## config.mk

```make
export PLATFORM = sky130hd
export DESIGN_NAME = kernel_b_out_pack
export DESIGN_NICKNAME = d
export VERILOG_FILES = /design/src/rtl/kernel_b_out_pack_pkg.sv /design/src/rtl/kernel_b_out_pack_lane_acc.sv /design/src/rtl/kernel_b_out_pack.sv
export SDC_FILE = /design/constraint.sdc
export NUM_CORES = 1
export LEC_CHECK = 0
export CORE_ASPECT_RATIO = 2
export CORE_MARGIN = 2
export CORE_UTILIZATION = 53
export CTS_CLUSTER_SIZE = 24
export DETAILED_ROUTE_END_ITERATION = 10
export MAX_ROUTING_LAYER = met4
export PLACE_DENSITY = 0.86
export SETUP_SLACK_MARGIN = 0.3
export SLEW_MARGIN = 25
export SYNTH_ARGS = -nofsm -noshare
export SYNTH_HDL_FRONTEND = slang
export SYNTH_SLANG_ARGS = --single-unit
export TNS_END_PERCENT = 100
```

## constraint.sdc

```tcl
create_clock -name clk -period 10.87 [get_ports clk]
set_input_delay 2.174 -clock clk [delete_from_list [all_inputs] [get_ports clk]]
set_output_delay 2.174 -clock clk [all_outputs]
set_load 0.02 [all_outputs]
```

## src/rtl/kernel_b_out_pack_pkg.sv

```systemverilog
// Shared helpers for the kernel_B output packing path.
// Latency: none (constants and pure functions only).
// Backpressure: not applicable.
package kernel_b_out_pack_pkg;

    // Upper bound on lanes per word that keep_mask can describe.
    localparam int MAX_PACK = 64;

    // Bits needed to index PACK lanes. At least 1 so the lane register always exists.
    function automatic int lane_idx_w(input int pack);
        return (pack > 1) ? $clog2(pack) : 1;
    endfunction

    // Mask with the n low bits set. Callers size-cast the result down to their lane count.
    function automatic logic [MAX_PACK-1:0] keep_mask(input int n);
        logic [MAX_PACK-1:0] m;
        m = '0;
        for (int i = 0; i < MAX_PACK; i++) begin
            if (i < n) m[i] = 1'b1;
        end
        return m;
    endfunction

endpackage

```

## src/rtl/kernel_b_out_pack_lane_acc.sv

```systemverilog
// Lane accumulator: tracks the lane index, buffers lanes 0..PACK-2 and assembles the word.
// Latency: word_dat/word_keep/completing are combinational from the current lane and idata.
// Backpressure: none internally; the parent only pulses acc_en on accepted items.
module kernel_b_out_pack_lane_acc
    import kernel_b_out_pack_pkg::*;
#(
    parameter int STREAMW = 32,
    parameter int PACK    = 4
) (
    input  logic                             clk,
    input  logic                             rst,
    input  logic                             clr,
    input  logic                             acc_en,
    input  logic                             final_item,
    input  logic [STREAMW-1:0]               idata,
    output logic                             completing,
    output logic [PACK-1:0][STREAMW-1:0]     word_dat,
    output logic [PACK-1:0]                  word_keep
);

    localparam int LW = lane_idx_w(PACK);
    localparam logic [LW-1:0] LAST_LANE = LW'(PACK - 1);

    logic [LW-1:0]                lane_q, lane_d;
    logic [PACK-1:0][STREAMW-1:0] acc_q, acc_d;

    // The next accepted item closes a word when it fills the top lane or is the run's last item.
    assign completing = (lane_q == LAST_LANE) || final_item;

    // Next lane index and buffered lanes; clr wins over a same-cycle accept.
    always_comb begin
        lane_d = lane_q;
        acc_d  = acc_q;
        if (clr) begin
            lane_d = '0;
            acc_d  = '0;
        end else if (acc_en) begin
            acc_d[lane_q] = idata;
            lane_d        = completing ? '0 : lane_q + 1'b1;
        end
    end

    // Word as it would be emitted if the current item completes it: stale lanes above are masked to zero.
    always_comb begin
        word_keep = PACK'(keep_mask(int'(lane_q) + 1));
        word_dat  = '0;
        for (int l = 0; l < PACK; l++) begin
            if (word_keep[l]) begin
                word_dat[l] = (LW'(l) == lane_q) ? idata : acc_q[l];
            end
        end
    end

    // Lane index and accumulator registers.
    always_ff @(posedge clk or posedge rst) begin
        if (rst) begin
            lane_q <= '0;
            acc_q  <= '0;
        end else begin
            lane_q <= lane_d;
            acc_q  <= acc_d;
        end
    end

endmodule

```

## src/rtl/kernel_b_out_pack.sv

```systemverilog
// Packs PACK consecutive kernel_B stream items into one wide word; flags the final word, sticky done.
// Latency: word registered on the edge that accepts its completing item (ovalid in the next cycle).
// Backpressure: non-completing lanes always accepted; a completing item waits until the output register is free or draining.
module kernel_b_out_pack
    import kernel_b_out_pack_pkg::*;
#(
    parameter int STREAMW = 32,
    parameter int PACK    = 4,
    parameter int NITEMS  = 1024,
    parameter int CNTW    = 16
) (
    input  logic                      clk,
    input  logic                      rst,
    input  logic                      clr,
    input  logic                      ivalid,
    output logic                      iready,
    input  logic [STREAMW-1:0]        idata,
    output logic                      ovalid,
    input  logic                      oready,
    output logic [STREAMW*PACK-1:0]   odata,
    output logic [PACK-1:0]           okeep,
    output logic                      olast,
    output logic                      done,
    output logic [CNTW-1:0]           icount
);

    localparam logic [CNTW-1:0] NITEMS_C = CNTW'(NITEMS);
    localparam logic [CNTW-1:0] LAST_IDX = CNTW'(NITEMS - 1);

    logic                         ovalid_q, ovalid_d;
    logic [PACK-1:0][STREAMW-1:0] odata_q, odata_d;
    logic [PACK-1:0]              okeep_q, okeep_d;
    logic                         olast_q, olast_d;
    logic                         done_q, done_d;
    logic [CNTW-1:0]              icount_q, icount_d;

    logic                         completing;
    logic [PACK-1:0][STREAMW-1:0] word_dat;
    logic [PACK-1:0]              word_keep;
    logic                         final_item;
    logic                         last_pending;
    logic                         acc_en;
    logic                         load;
    logic                         drain;

    assign final_item   = (icount_q == LAST_IDX);
    assign last_pending = ovalid_q && olast_q;
    // A completing item may enter while the output register drains on the same edge.
    assign iready       = !rst && !done_q && !last_pending && (!completing || !ovalid_q || oready);
    assign acc_en       = ivalid && iready;
    assign load         = acc_en && completing;
    assign drain        = ovalid_q && oready;

    kernel_b_out_pack_lane_acc #(
        .STREAMW (STREAMW),
        .PACK    (PACK)
    ) u_lane_acc (
        .clk        (clk),
        .rst        (rst),
        .clr        (clr),
        .acc_en     (acc_en),
        .final_item (final_item),
        .idata      (idata),
        .completing (completing),
        .word_dat   (word_dat),
        .word_keep  (word_keep)
    );

    // Output register, item counter and done; clr discards everything including a pending word.
    always_comb begin
        ovalid_d = ovalid_q;
        odata_d  = odata_q;
        okeep_d  = okeep_q;
        olast_d  = olast_q;
        done_d   = done_q;
        icount_d = icount_q;
        if (clr) begin
            ovalid_d = 1'b0;
            odata_d  = '0;
            okeep_d  = '0;
            olast_d  = 1'b0;
            done_d   = 1'b0;
            icount_d = '0;
        end else begin
            if (load) begin
                ovalid_d = 1'b1;
                odata_d  = word_dat;
                okeep_d  = word_keep;
                olast_d  = final_item;
            end else if (drain) begin
                ovalid_d = 1'b0;
                olast_d  = 1'b0;
            end
            if (drain && olast_q) done_d = 1'b1;
            if (acc_en && (icount_q != NITEMS_C)) icount_d = icount_q + 1'b1;
        end
    end

    // State registers.
    always_ff @(posedge clk or posedge rst) begin
        if (rst) begin
            ovalid_q <= 1'b0;
            odata_q  <= '0;
            okeep_q  <= '0;
            olast_q  <= 1'b0;
            done_q   <= 1'b0;
            icount_q <= '0;
        end else begin
            ovalid_q <= ovalid_d;
            odata_q  <= odata_d;
            okeep_q  <= okeep_d;
            olast_q  <= olast_d;
            done_q   <= done_d;
            icount_q <= icount_d;
        end
    end

    assign ovalid = ovalid_q;
    assign odata  = odata_q;
    assign okeep  = okeep_q;
    assign olast  = olast_q;
    assign done   = done_q;
    assign icount = icount_q;

endmodule

```

**Yosys cells after proc, flatten, opt, wreduce, memory -nomap -nowiden**

Index checks and enable logic that the tools add are counted.

- Reduce and logical (&&, ||, !) cells: 24
- Magnitude comparators: 6
- Multiplexer cells: 33
- Add/subtract/negate cells: 3
- Eq/ne operators: 6

Operators by type and width:

| operator | count |
|---|---|
| $mux W128 | 4 |
| $mux W32 | 9 |
| $bwmux W128 | 1 |
| $demux W32 S2 | 1 |
| $lt A3 B32 Y1 const A | 2 |
| $lt A1 B32 Y1 const A | 1 |
| $lt A2 B32 Y1 const A | 1 |
| $mux W16 | 2 |
| $add A16 B1 Y16 const B | 1 |
| $eq A16 B10 Y1 const B | 1 |
| $ne A16 B11 Y1 const B | 1 |
| $mux W1 | 11 |
| $logic_and A1 B1 Y1 | 10 |
| $mux W4 | 2 |
| $reduce_bool A2 Y1 | 4 |
| $mux W2 | 3 |
| $logic_not A1 Y1 | 5 |
| $eq A2 B2 Y1 const A | 2 |
| $add A2 B1 Y3 const B | 1 |
| $logic_or A1 B1 Y1 | 3 |
| $lt A2 B3 Y1 const B | 1 |
| $reduce_bool A3 Y1 | 1 |
| $add A2 B1 Y2 const B | 1 |
| $eq A1 B2 Y1 const A | 1 |
| 3 further kinds | 3 |

- Flip-flop bits (word level): 281
- Logic and storage cells: 86

**Depth between registers and ports, before layout**

- Depth after elaboration: 10
- Depth in mapped cells: 10

**Hierarchy**

From an unflattened synthesis, not the netlist that was laid out.

- Cells, all modules: 1168
- Area total of the unflattened synthesis: 12371.9 sq um

Modules (own cells, without submodules):

| module | area each (sq um) | cells an instance | instances | sequential area each (sq um) |
|---|---|---|---|---|
| kernel_b_out_pack_lane_acc | 6578.8 | 755 | 1 | 2452.4 |
| kernel_b_out_pack | 5793.1 | 413 | 1 | 3778.6 |

**Worst setup path after synthesis**

No wires, ideal clock.

- Path type: input-to-output
- Start point: in oready
- End point: out iready
- Setup slack: 6.141 ns
- Stages on the path: 3
- Path buffers: 0
- Data arrival time: 2.555 ns
- Cell sequence: nor2_1 -> o21ai_0 -> and2_1

- Word-level cells in the longest chain between the ends: 2

RTL lines:

| what | RTL line | RTL |
|---|---|---|
| start: declaration | kernel_b_out_pack.sv:19 | `input logic oready,` |
| $logic_or A1 B1 Y1 | kernel_b_out_pack.sv:49 | `assign iready = !rst && !done_q && !last_pending && (!completing \|\| !ovalid_q \|\| oready);` |
| $logic_and A1 B1 Y1 | kernel_b_out_pack.sv:49 |  |
| end: declaration | kernel_b_out_pack.sv:16 | `output logic iready,` |

No other way between the ends.

**Worst setup path after layout**

Ends and elaborated chain as after synthesis.

==> run summary <==
Global routing consumed, over all layers together, 27.26% of the routing resources. In this run the count of I/O pins placed on the die edge is 189. The path with the worst hold slack has its endpoint at okeep[3]$_DFFE_PP0P_. Cell at the root of the clock tree: sky130_fd_sc_hd__clkbuf_16.

The worst pin sits at a relative slew slack of 31.17%. For the via count of the first global-routing pass, the log shows 8681. The leading cell type in the layout, fill and taps excluded is sky130_fd_sc_hd__dfrtp_1.

After clock tree synthesis, the clock-pin slew on the worst setup and hold paths is 0.07 ns. After clock tree synthesis, the repair step resized 0 gates. The die is 208.9 um tall.

The number of clock sinks is 249. The logs give 0.51 ns for the later-pin clock latency in the skew report and 55.99% for the sequential fraction of the synthesis area. The top cell types in the final layout, fill and taps aside, are 249 x sky130_fd_sc_hd__dfrtp_1, 203 x sky130_fd_sc_hd__nand2_1, 187 x sky130_fd_sc_hd__clkdlybuf4s50_1. The floorplan step set the die width to 106.5 um. Yosys mapped the design onto 50 distinct sky130hd cell types. Of all nets on the critical path, the largest fanout is 7.

Cell count after synthesis: 1045. Adding up every negative setup slack in the final design gives 0 ns. The tools report the post-detailed-route count of antenna-violating nets as 0. H-tree level count: 1.

The tools report the total standard cell area after synthesis as 11130 sq um. The worst setup path is launched from an input port. STA puts the critical path data required time at 8.70 ns. After synthesis the netlist holds a flip-flop and latch count of 249. The run gives 46760 um as the first-pass GRT wire length.

The run gives 506 as the starting DRC count in detailed routing. In the final routed layout, each cell accounts on average for 20.15 um. Fraction of final layout cells sized beyond drive strength 1: 8.156%. For the count of final max-slew check failures, the log shows 0. Hold repair after CTS inserted 0 buffers. Summed over all nets, the half-perimeter wirelength after detailed placement is 18180 um.

Setup slack on the worst reg-to-reg path comes out at 7.41 ns. The number of nets handed over by synthesis was 1088. Static timing analysis puts the maximum clock frequency at 0.1689 GHz.

STA classifies the critical path endpoint as a primary output. The cell depth of the worst hold path works out to 1. The proportion of netlist area held by the largest area contributor was 55.99%. Total area of multi-input combinational cells: 4479 sq um. Entering global routing, the biggest net connects 113 pins.

After detailed routing, the total wire length is 29130 um. Counting along the longest clock path gives a buffer depth of 3. The most used flip-flop cell after synthesis was sky130_fd_sc_hd__dfrtp_1.

The run gives 0.8184 as the final estimated routing congestion in global placement. In this run the critical register-to-register path is launched from icount[0]$_DFFE_PP0P_. After detailed routing, the number of remaining DRC violations is 0.

Summed over all instances, the cell type with the most area after synthesis is sky130_fd_sc_hd__dfrtp_1. By area the synthesized netlist is led by sky130_fd_sc_hd__dfrtp_1 56%, sky130_fd_sc_hd__mux2i_1 8.6%, sky130_fd_sc_hd__nand2_1 6.8%. For the buffers inserted during post-CTS setup optimization, the log shows 0. On the final layout, the worst clock skew is 0.01121 ns. The floorplan has 75 rows. In the final design database the tool counted 1204 nets. For the total area of sequential cells, the log shows 6231 sq um. The hold path startpoint was okeep[3]$_DFFE_PP0P_. VDD sags by at most 140.0 uV. The flow ran to the end, and the final reports show no timing, DRC or antenna violations.

The final critical path takes up 54.46% of the cycle. For the final hold violation count, the log shows 0. The utilization of the core after routing is 67.00%. The logs give 8572 for the total number of vias and 0 for the initial antenna violation count. The count of inserted antenna diode cells is 0, and the count of placed standard cells including taps is 1405.

Buffers placed on the I/O ports in this run total 188. Setup violations remaining at the end of the flow were counted as 0. The area added between synthesis and finish works out to 25.42%. TritonCTS built the clock tree.

Data on the critical path arrives at its endpoint at 3.75 ns. The die covers 22240 sq um. The logs give 0 for the number of warnings issued by yosys and 0 for the max-cap check violation count. Global routing finished with a remaining overflow of 0. The finished layout holds 1446 standard cells, fillers aside. The worst register-to-register path ends at odata[17]$_DFFE_PP0P_. At the pin with the least slew margin, the transition time is 1.032 ns. Counting flops with a built-in enable in the synthesized netlist gives 0. The mean instance size in the synthesized netlist came out at 10.65 sq um. For this configuration, the core starts out at a cell density of 53.42%. Setup repair after global routing left no endpoint under its margin. The analysis attributes to cell leakage a power of 5.834 nW. The pre-antenna-repair detailed-routing pass consisted of 5 iterations. Counting I/O delays and the setup requirement, the final critical path takes 5.920 ns. The critical path in this run is classified as input port to primary output.

Using the TritonRoute via totals, the vias-per-cell ratio works out to 5.928. Power spread over the standard cell area amounts to 146.9 nW/um^2. The logs give 22 for the CTS buffer count and 1595 for the number of fill cells.

The standard cell core area was 20830 sq um. For this run, asynchronously set or reset flops after synthesis account for 100.0%. For the worst flop-to-flop path, the logic depth is 7. Worst hold-check path type: flip-flop to flip-flop.
==> logic make-up (layout without fill, tap and decap cells) <==
logic type / count (synthesis) / count (layout) / share of synthesized area [%]
mux: 129 / 129 / 11.97
compound gates: 248 / 248 / 15.31
fa+ha+maj: 6 / 6 / 0.6745
simple gates: 294 / 294 / 11.50
buf+inv: 119 / 251 / 4.553
flops: 249 / 249 / 55.99
==> metal layers <==
layer  global-route usage, %  vias to the layer above  wire, um
met3                   3.431                       71      1409
met5                       -                        -         0
met1                   32.41                     4323     11090
li1                        -                     3889         -
met4                   11.91                        0      1156
met2                   46.33                      289     15480
==> worst max path at each step <==
stage	startpoint	endpoint	slack (ns)	depth (start not counted)
after floorplan	rst	done$_DFFE_PP0P_	1.85	1
final	oready	iready	4.95	5
after global routing	oready	iready	4.88	5
after CTS	oready	iready	4.93	5
after global placement	oready	iready	5.00	5
after detailed placement	oready	iready	4.92	5
==> stage by stage <==
step / total power, W / hold WS, ns / instance area [sq um] / worst slack (ns)
finish: 0.002050 / 0.4775 / 13960 / 4.950
global route: 0.002116 / 0.4956 / 13960 / 4.884
CTS: 0.002063 / 0.4827 / 13930 / 4.931
detailed placement: 0.001167 / 0.4671 / 13090 / 4.924
global placement: 0.001162 / 0.4652 / 13060 / 5.002
floorplan: 0.001096 / 0.5006 / 11130 / 1.853
==> state kept, by name (all words and copies together) (netlist names) <==
| signal | count |
|---|---|
| u_lane_acc.acc_q | 96 |
| olast | 1 |
| odata | 128 |
| okeep | 4 |
| done | 1 |
| icount | 16 |
| u_lane_acc.lane_q | 2 |
| ovalid | 1 |
==> Yosys cell counts (2+ instances only) <==
master,instances
sky130_fd_sc_hd__mux2_1,6
sky130_fd_sc_hd__o21ai_1,2
sky130_fd_sc_hd__clkbuf_1,70
sky130_fd_sc_hd__nand2_1,203
sky130_fd_sc_hd__or4_1,11
sky130_fd_sc_hd__o2111ai_1,4
sky130_fd_sc_hd__or3_1,3
sky130_fd_sc_hd__inv_1,9
sky130_fd_sc_hd__o2bb2ai_1,65
sky130_fd_sc_hd__ha_1,6
sky130_fd_sc_hd__nor2b_1,5
sky130_fd_sc_hd__and4_1,2
sky130_fd_sc_hd__nor2_1,42
sky130_fd_sc_hd__o21ai_0,7
sky130_fd_sc_hd__buf_1,5
sky130_fd_sc_hd__o31ai_1,11
sky130_fd_sc_hd__mux2i_1,96
sky130_fd_sc_hd__a21oi_1,115
sky130_fd_sc_hd__nand4_1,3
sky130_fd_sc_hd__a22o_1,31
sky130_fd_sc_hd__dfrtp_1,249
sky130_fd_sc_hd__mux2_2,27
sky130_fd_sc_hd__nand3_1,12
sky130_fd_sc_hd__o211ai_1,2
sky130_fd_sc_hd__buf_4,4
sky130_fd_sc_hd__o2111a_1,2
sky130_fd_sc_hd__buf_2,30
==> critical path: stages <==
cell and delay [ns]:
sky130_fd_sc_hd__clkdlybuf4s50_1 0.59, sky130_fd_sc_hd__nor2_1 0.08, sky130_fd_sc_hd__o21ai_0 0.14, sky130_fd_sc_hd__and2_1 0.15, sky130_fd_sc_hd__clkdlybuf4s50_1 0.60
==> power breakdown <==
group,switching (W),total (W),internal [W]
clock network,0.000348,0.000900,0.000553
registers,0.0000119,0.000959,0.000947
logic,0.000119,0.000191,0.0000724
total,0.000478,0.00205,0.00157
==> area by class of cell <==
class / count / area share [%]
inverter: 9 / 0.2958
timing repair buffer: 202 / 14.53
multi-input combinational: 677 / 32.09
sequential: 249 / 44.64
clock inverter: 10 / 1.506
clock buffer: 30 / 4.527
tap: 269 / 2.411
No activity file was read; power rests on OpenSTA's default activity.
